===== src/rtl/io_cmd_sequencer.sv =====
// Switch/button front end that assembles a read or write command and runs the MemoryControl handshake.
// Optional feature: define IO_AUTO_INC_EN to let commit in DONE re-issue the command at the next word address.
module io_cmd_sequencer #(
  parameter int DATA_W  = 32,
  parameter int ADDR_W  = 64,
  parameter int SW_W    = 4,
  parameter int TMO_CYC = 1024
) (
  input  logic              clk,
  input  logic              rst_n,
  input  logic [1:0]        button,
  input  logic [SW_W-1:0]   sw,
  input  logic              memCmdDoneIn,
  input  logic [DATA_W-1:0] memDataIn,
  output logic [1:0]        memCmd,
  output logic [DATA_W-1:0] ioDataOut,
  output logic [ADDR_W-1:0] memAddrOut,
  output logic              ioCmdDoneOut,
  output logic [DATA_W-1:0] dispData,
  output logic              err
);

  localparam int A_NIB   = ADDR_W / SW_W;
  localparam int D_NIB   = DATA_W / SW_W;
  localparam int MAX_NIB = (A_NIB > D_NIB) ? A_NIB : D_NIB;
  localparam int CNT_W   = $clog2(MAX_NIB + 1);
  localparam int TMO_W   = (TMO_CYC > 2) ? $clog2(TMO_CYC) : 1;
  localparam int WIDE    = (ADDR_W > DATA_W) ? ADDR_W : DATA_W;

  localparam logic [1:0] CMD_RD = 2'b01;
  localparam logic [1:0] CMD_WR = 2'b10;

  typedef enum logic [2:0] {
    S_IDLE, S_ADDR, S_DATA, S_REQ, S_WAIT, S_DONE, S_ERR
  } state_t;

  state_t              state_q;
  logic [1:0]          cmd_q;
  logic [ADDR_W-1:0]   addr_sh_q;
  logic [DATA_W-1:0]   data_sh_q;
  logic [CNT_W-1:0]    cnt_q;
  logic [TMO_W-1:0]    tmo_q;
  logic [1:0]          mem_cmd_q;
  logic [ADDR_W-1:0]   addr_out_q;
  logic [DATA_W-1:0]   data_out_q;
  logic                io_done_q;
  logic [DATA_W-1:0]   disp_q;
  logic                err_q;

  logic [ADDR_W-1:0]   addr_shift_d;
  logic [DATA_W-1:0]   data_shift_d;
  logic [WIDE-1:0]     addr_wide_d;
  logic [CNT_W-1:0]    cnt_inc_d;
  logic                enter_d, commit_d, abort_d;
  logic                addr_exit_d, data_exit_d, tmo_hit_d;
  logic [ADDR_W-1:0]   addr_final_d;
  logic [DATA_W-1:0]   data_final_d;

  assign enter_d      = (button == 2'b01);
  assign commit_d     = (button == 2'b10);
  assign abort_d      = (button == 2'b11);
  assign addr_shift_d = {addr_sh_q[ADDR_W-SW_W-1:0], sw};
  assign data_shift_d = {data_sh_q[DATA_W-SW_W-1:0], sw};
  assign addr_wide_d  = WIDE'(addr_shift_d);
  assign cnt_inc_d    = cnt_q + 1'b1;
  // The last nibble both shifts and exits, so the exit value must include it.
  assign addr_exit_d  = commit_d || (enter_d && cnt_inc_d == CNT_W'(A_NIB));
  assign data_exit_d  = commit_d || (enter_d && cnt_inc_d == CNT_W'(D_NIB));
  assign addr_final_d = enter_d ? addr_shift_d : addr_sh_q;
  assign data_final_d = enter_d ? data_shift_d : data_sh_q;
  assign tmo_hit_d    = (tmo_q == TMO_W'(TMO_CYC - 1));

  always_ff @(posedge clk or negedge rst_n) begin
    if (!rst_n) begin
      state_q    <= S_IDLE;
      cmd_q      <= '0;
      addr_sh_q  <= '0;
      data_sh_q  <= '0;
      cnt_q      <= '0;
      tmo_q      <= '0;
      mem_cmd_q  <= '0;
      addr_out_q <= '0;
      data_out_q <= '0;
      io_done_q  <= 1'b0;
      disp_q     <= '0;
      err_q      <= 1'b0;
    end else begin
      case (state_q)
        S_IDLE: begin
          if (button[0] && (sw[1:0] == CMD_RD || sw[1:0] == CMD_WR)) begin
            cmd_q     <= sw[1:0];
            addr_sh_q <= '0;
            cnt_q     <= '0;
            state_q   <= S_ADDR;
          end
        end
        S_ADDR: begin
          if (abort_d) begin
            state_q <= S_IDLE;
          end else begin
            if (enter_d) begin
              addr_sh_q <= addr_shift_d;
              cnt_q     <= cnt_inc_d;
              disp_q    <= addr_wide_d[DATA_W-1:0];
            end
            if (addr_exit_d) begin
              if (cmd_q == CMD_WR) begin
                data_sh_q <= '0;
                cnt_q     <= '0;
                state_q   <= S_DATA;
              end else begin
                mem_cmd_q  <= cmd_q;
                addr_out_q <= addr_final_d;
                data_out_q <= '0;
                io_done_q  <= 1'b1;
                tmo_q      <= '0;
                state_q    <= S_REQ;
              end
            end
          end
        end
        S_DATA: begin
          if (abort_d) begin
            state_q <= S_IDLE;
          end else begin
            if (enter_d) begin
              data_sh_q <= data_shift_d;
              cnt_q     <= cnt_inc_d;
              disp_q    <= data_shift_d;
            end
            if (data_exit_d) begin
              mem_cmd_q  <= cmd_q;
              addr_out_q <= addr_sh_q;
              data_out_q <= data_final_d;
              io_done_q  <= 1'b1;
              tmo_q      <= '0;
              state_q    <= S_REQ;
            end
          end
        end
        S_REQ: begin
          if (!memCmdDoneIn) begin
            tmo_q   <= '0;
            state_q <= S_WAIT;
          end else if (tmo_hit_d) begin
            mem_cmd_q <= '0;
            io_done_q <= 1'b0;
            err_q     <= 1'b1;
            state_q   <= S_ERR;
          end else begin
            tmo_q <= tmo_q + 1'b1;
          end
        end
        S_WAIT: begin
          if (memCmdDoneIn) begin
            mem_cmd_q <= '0;
            io_done_q <= 1'b0;
            disp_q    <= (cmd_q == CMD_RD) ? memDataIn : data_out_q;
            state_q   <= S_DONE;
          end else if (tmo_hit_d) begin
            mem_cmd_q <= '0;
            io_done_q <= 1'b0;
            err_q     <= 1'b1;
            state_q   <= S_ERR;
          end else begin
            tmo_q <= tmo_q + 1'b1;
          end
        end
        S_DONE: begin
          if (button[0]) begin
            state_q <= S_IDLE;
          end
`ifdef IO_AUTO_INC_EN
          else if (button[1]) begin
            addr_out_q <= addr_out_q + ADDR_W'(DATA_W / 8);
            mem_cmd_q  <= cmd_q;
            io_done_q  <= 1'b1;
            tmo_q      <= '0;
            state_q    <= S_REQ;
          end
`endif
        end
        S_ERR: begin
          if (button[1]) begin
            err_q   <= 1'b0;
            state_q <= S_IDLE;
          end
        end
        default: state_q <= S_IDLE;
      endcase
    end
  end

  assign memCmd       = mem_cmd_q;
  assign memAddrOut   = addr_out_q;
  assign ioDataOut    = data_out_q;
  assign ioCmdDoneOut = io_done_q;
  assign dispData     = disp_q;
  assign err          = err_q;

endmodule


===== config.mk =====
export PLATFORM = sky130hd
export DESIGN_NAME = io_cmd_sequencer
export DESIGN_NICKNAME = d
export VERILOG_FILES = /design/src/rtl/io_cmd_sequencer.sv
export SDC_FILE = /design/constraint.sdc
export NUM_CORES = 1
export LEC_CHECK = 0
export CAP_MARGIN = 30
export CORE_MARGIN = 1
export CORE_UTILIZATION = 49
export CTS_CLUSTER_DIAMETER = 80
export DETAILED_ROUTE_END_ITERATION = 7
export GPL_TIMING_DRIVEN = 1
export PLACE_DENSITY = 0.86
export SYNTH_ARGS = -nofsm -noshare
export SYNTH_HDL_FRONTEND = slang
export SYNTH_SLANG_ARGS = --single-unit

===== constraint.sdc =====
create_clock -name clk -period 1.98 [get_ports clk]
set_input_delay 0.198 -clock clk [delete_from_list [all_inputs] [get_ports clk]]
set_output_delay 0.198 -clock clk [all_outputs]
set_load 0.03 [all_outputs]

==> results.toml, run 1 <==
[floorplan]
dieArea_um2 = 24070
start_util = 0.5029
coreArea_um2 = 22850
io_pins = 173
die_w_um = 155.1
rows = 55
die_y_um = 155.1

[sta]
post-route-period-util = 1.096
fin_skew_ns = 0.01126
maxSlewViolCount = 0
rsz0062_at_grt = "yes"
timing.fmax_mhz = 461.0
worstMarginPinSlew_ns = 0.4768
setup_tns_ns = -14.97
min_period_ns = 2.169
fin_ws_ns = -0.1892
setup_viol = 145
hold_violations = 0
slew-limit-headroom = 0.6821

[critical_path]
worstReg2RegStart = "cnt_q[0]$_DFFE_PN0P_"
cp-start-kind = "flip-flop"
worstPathRequired_ns = 2.37
ff2ff_setup_slack_ns = -0.19
r2r_cells = 9
timing.rr.end = "memAddrOut[47]$_DFFE_PN0P_"
crit_path_start = "cnt_q[0]$_DFFE_PN0P_"
path_class = "reg -> reg"
cp-end-kind = "flip-flop"
endpoint = "memAddrOut[47]$_DFFE_PN0P_"
crit_fanout = 16
arrival_ns = 2.55

[clock_network]
clkLatencyLatePin_ns = 0.53
root_buffer = "clkbuf_16"
cts_buffer_depth = 3
cts_tree = "yes"
clkSinkCount = 248
cts_buffers = 26
cts_max_level = 1
clk_pin_slew_ns = 0.06

[logic_synthesis]
synth-warning-count = 0
synth_nets = 1134
synth-seq-cells = 248
synth_area_leader_cell = "dfrtp_1"
syn_avg_cell_area_um2 = 10.54
synthCells = 1090
synth_edf_count = 0
synth_area_leaders = "dfrtp_1 (54%), mux2i_1 (9.0%), a22o_1 (7.6%), nand2_1 (6.0%), a21oi_1 (2.9%)"
synth_top_area_frac = 0.5401
yosysUniqueCellTypes = 61
synth_ff_type = "dfrtp_1"
async_flop_share = 1.000
synth_area_um2 = 11490
yosysSeqAreaShare = 0.5401

[grt]
grt_max_degree = 67
grt_pass1_wl_um = 51520
antenna_found_initial = 0
groute.usage.overall = 0.2691
grt_pass1_vias = 9367
globalRouteOverflowTotal = 0

[power_and_ir_drop]
max-vdd-ir-drop_mv = 0.9277
power.internal_mw = 14.38
p_leak_nw = 6.695
swShare = 0.4128
combPwrFrac = 0.504
seqPwrFrac = 0.307
powerDensity_nw_per_um2 = 1532
clkPwrFrac = 0.190
fin_total_pwr_mw = 24.50
p_sw_mw = 10.11

[detailed_routing]
vias = 10060
drt-pass1-iter-count = 5
avgViaCountPerCell = 6.087
wire_per_inst_um = 21.58
wl_um = 35670
first_iter_violations = 914
ant_nets = 0
drcViolationCount = 0

[cells_and_area]
n_antenna_cell = 0
layout.nets = 1367
design_area_um2 = 15990
area_growth_pct = 39.15
final_util = 0.6998
fillers = 1619
layout-drive-gt1-share = 0.1851

[placement]
gp_congestion = 0.9807
placed_area_um2 = 14190
dp_hpwl_um = 21530
dp_slack_ns = -0.3535
io_buffer_count = 172

[hold_path]
hold_path.class = "in -> async"

[run]
maxCapViolations = 0

[status]
run_status = "finished, violations left"
violations = "negative setup slack"
critical path: stages (launching register included):
cell      delay, ns
dfrtp_1        0.42
buf_4          0.17
nand3_2        0.14
o311ai_4       0.34
o221a_4        0.28
nand3_4        0.12
buf_8          0.18
buf_16         0.15
nand2_1        0.10
o21ai_0        0.12
synthesized netlist by cell type (3+ instances only):
master,number
clkbuf_2,4
o21ai_1,50
nor3_1,5
nand2_1,184
mux2_2,7
and2_1,5
clkbuf_1,50
a31oi_1,7
buf_6,9
nand3_1,8
a21o_1,5
ha_1,3
nand2b_1,8
and3_1,7
mux2i_1,103
o211ai_1,3
nor2b_1,7
inv_1,3
a21oi_1,67
dfrtp_1,248
o21ai_0,32
a41oi_1,3
a221oi_1,28
buf_2,19
nor2_1,45
buf_1,3
o22ai_1,3
nor3b_1,3
o31ai_1,32
a22o_1,100
kinds of logic (layout without fill, tap and decap cells):
group                      count (synthesis)  in the layout  share of synthesized area
AOI/OAI and AO/OA                        351            351                     0.2126
and+or+nand+nor                          285            285                     0.1061
DFF                                      248            248                     0.5401
muxes                                    110            110                    0.09659
buffers and inverters                     90            340                    0.03909
adders and majority gates                  3              3                   0.003267
xor gates and xnor gates                   3              3                   0.002287
metal layers:
metal  routed length, um  up-vias  track usage
met4                 960        0      0.08345
met5                   0        -            0
met2               17120      487       0.4187
met3                2764       69      0.04095
met1               14830     5038       0.3889
li1                    -     4467            -
power by group through the flow:
stage	Combinational [mW]	Clock [mW]	Sequential, mW
after floorplan	4.73	0	8.21
after global placement	9.14	0	7.42
after detailed placement	9.30	0	7.44
after CTS	9.77	4.69	7.40
after global routing	13.0	4.91	7.61
final	12.3	4.65	7.51
final cells by class:
type                            count  area [um^2]  area share
Clock buffer                       40        774.5     0.04844
Clock inverter                      5        33.78    0.002113
Inverter                            3        11.26   0.0007043
Tap cell                          313        391.6     0.02450
Timing Repair Buffer              292         3227      0.2018
Sequential cell                   248         6210      0.3884
Multi-Input combinational cell    752         5340      0.3340
sequential cells by signal (all words and copies together), names as in the netlist:
name          cells
addr_sh_q        64
ioCmdDoneOut      1
data_sh_q        32
dispData         32
memCmd            2
err               1
memAddrOut       64
tmo_q            10
cmd_q             2
cnt_q             5
state_q           3
ioDataOut        32
repair_timing:
action,4_1_cts,5_1_grt
hold endpoints to repair,174,0
buffers inserted,3,11
gates cloned,1,17
pin swaps,7,12
hold buffers,1,0
gates resized for setup,47,73
setup endpoints to repair,187,239
cells in the final DEF (no fill, tap or decap), types with 27 or more instances in the layout:
cell	n
a21oi_1	64
a221oi_1	27
a22o_1	100
buf_4	69
clkbuf_16	35
clkdlybuf4s50_1	171
dfrtp_1	245
mux2i_1	103
nand2_1	172
nor2_1	39
o21ai_0	28
o21ai_1	51
metrics by stage:
stage | std cells | hold WS (ns)
3_3_place_gp | 1576 | 0.1354
5_1_grt | 1653 | 0.2030
2_1_floorplan | 1090 | -0.09759
6_report | 1653 | 0.1686
3_5_place_dp | 1576 | 0.1348
4_1_cts | 1626 | 0.1827
worst min path at each step:
stage	slack [ns]	startpoint	depth (start not counted)	end
final	0.17	rst_n	2	memAddrOut[29]$_DFFE_PN0P_
after global routing	0.20	rst_n	2	memAddrOut[29]$_DFFE_PN0P_
after CTS	0.18	rst_n	2	memAddrOut[29]$_DFFE_PN0P_
after detailed placement	0.13	rst_n	1	memAddrOut[29]$_DFFE_PN0P_
after global placement	0.14	rst_n	1	memAddrOut[29]$_DFFE_PN0P_
after floorplan	-0.1	rst_n	0	addr_sh_q[0]$_DFFE_PN0P_
No activity file was read; power rests on OpenSTA's default activity.
==> run 2, diff against run 1 <==
- CORE_UTILIZATION: 49 -> 35
- PLACE_DENSITY: 0.86 -> 0.68
==> results.toml, run 2 (synthesis results as in run 1) <==
[critical_path]
worstPathRequired_ns = 2.42
cp-end-kind = "flip-flop"
slowest_stage = "dfrtp_1"
cp-start-kind = "flip-flop"
arrival_ns = 2.65
worstPathCellList = "buf_6 > buf_4 > nand3_2 > o311ai_4 > o221a_4 > nand3_4 > clkbuf_16 > buf_16 > o31ai_1"
crit_path_start = "cnt_q[1]$_DFFE_PN0P_"
crit_fanout = 11
path_class = "reg -> reg"
worstReg2RegStart = "cnt_q[1]$_DFFE_PN0P_"
slowest_delay_ns = 0.42

[detailed_routing]
wl_um = 36360
drcViolationCount = 0
first_iter_violations = 849
vias = 9814
drt-pass1-iter-count = 5
ant_nets = 0
wire_per_inst_um = 20.48
avgViaCountPerCell = 5.529

[floorplan]
die_w_um = 183.2
start_util = 0.3595
dieArea_um2 = 33560
coreArea_um2 = 31960
rows = 65
die_y_um = 183.2
io_pins = 173

[status]
run_status = "finished, violations left"
violations = "negative setup slack"

[grt]
globalRouteOverflowTotal = 0
antenna_found_initial = 0
grt_pass1_wl_um = 53530
grt_pass1_vias = 9304
grt_max_degree = 66
groute.usage.overall = 0.2015

[power_and_ir_drop]
max-vdd-ir-drop_mv = 1.107
p_leak_nw = 6.854
fin_total_pwr_mw = 25.54
powerDensity_nw_per_um2 = 1543

[clock_network]
clk_pin_slew_ns = 0.07
cts_max_level = 1
cts_tree = "yes"
root_buffer = "clkbuf_16"
clkLatencyLatePin_ns = 0.55
cts_buffer_depth = 3
cts_buffers = 27
clkSinkCount = 248

[placement]
gp_congestion = 0.9081
io_buffer_count = 172
dp_hpwl_um = 23190

[cells_and_area]
seq_area_um2 = 6210
final_common_cell = "dfrtp_1"
n_antenna_cell = 0
area_growth_pct = 44.12
layout-drive-gt1-share = 0.2142
layout_common_cells = "dfrtp_1 (245), clkdlybuf4s50_1 (171), nand2_1 (148)"
multiInputGateArea_um2 = 5542
fillers = 2720
layout.nets = 1363

[sta]
min_period_ns = 2.208
holdWs_ns = 0.2171
setup_viol = 136
worstMarginPinSlew_ns = 0.5680
timing.fmax_mhz = 452.9
fin_skew_ns = 0.02314
rsz0062_at_grt = "yes"
maxSlewViolCount = 0
post-route-period-util = 1.115
fin_ws_ns = -0.2279
slew-limit-headroom = 0.6214
hold_violations = 0

[run]
maxCapViolations = 0

[hold_path]
hold_path.class = "in -> async"
run 2: cell types whose count changed in the layout (fill, tap and decap cells not counted), sizes merged:
cell	delta
clkinvlp	-1
bufinv	+5
buf	-9
inv	+1
clkinv	+4
run 2: final timing paths:
path | slack (ns) | end | cells past startpoint
max | -0.23 | ioDataOut[26]$_DFFE_PN0P_ | 9
min | 0.22 | dispData[1]$_DFFE_PN0P_ | 2
max reg2reg | -0.23 | ioDataOut[26]$_DFFE_PN0P_ | 9
min reg2reg | 0.48 | memAddrOut[43]$_DFFE_PN0P_ | 2
max in group asynchronous | 1.03 | memAddrOut[54]$_DFFE_PN0P_ | 3
min in group clk | 0.48 | memAddrOut[43]$_DFFE_PN0P_ | 2
run 2: worst max-delay path, delay by kind of cell (launching register included):
kind	cells	cell delay, ns
buf+inv	4	0.62
simple gates	2	0.25
flops	1	0.42
compound gates	3	0.81
run 2: final cells by class:
cell class,count,share of cell area
Clock inverter,14,0.01239
Clock buffer,36,0.04647
Tap cell,435,0.03287
Sequential cell,248,0.3750
Multi-Input combinational cell,752,0.3346
Inverter,3,0.0006800
Timing Repair Buffer,287,0.1980
run 2: repair_timing:
action	in CTS	in global routing
hold buffers	1	0
endpoints found under the hold margin	61	0
cloned	3	17
resized for setup	16	150
pin swaps	3	15
endpoints found under the setup margin	172	217
buffers inserted	3	3
run 2: power by group:
| group | total (mW) | switching [mW] | internal (mW) |
|---|---|---|---|
| sequential | 7.49 | 1.33 | 6.17 |
| combinational | 12.6 | 6.98 | 5.59 |
| clock | 5.48 | 2.10 | 3.38 |
| total | 25.5 | 10.4 | 15.1 |
run 2: routing by layer:
layer | vias up | wire, um | global-route usage
met5 | - | 0 | 0
met3 | 61 | 2251 | 0.02720
li1 | 4458 | - | -
met1 | 4906 | 16520 | 0.2999
met2 | 389 | 16740 | 0.3066
met4 | 0 | 840 | 0.05300
run 2: metrics by stage:
step	instance area [um^2]	worst slack, ns	util	setup TNS (ns)	instances
after CTS	15530	-0.1508	0.4859	-13.44	1755
after floorplan	11520	-0.02035	-	-1.362	1090
after global routing	16560	-0.3358	0.5181	-30.87	1775
final	16560	-0.2279	0.5181	-16.31	1775
after detailed placement	14370	-0.3678	0.4496	-62.89	1698
after global placement	14370	-0.3048	0.4496	-58.81	1698
==> run 3, diff against run 2 <==
- SLEW_MARGIN: unset -> 20
==> results of run 3 <==
Final layout, timing and power as in run 2 (identical DEF).
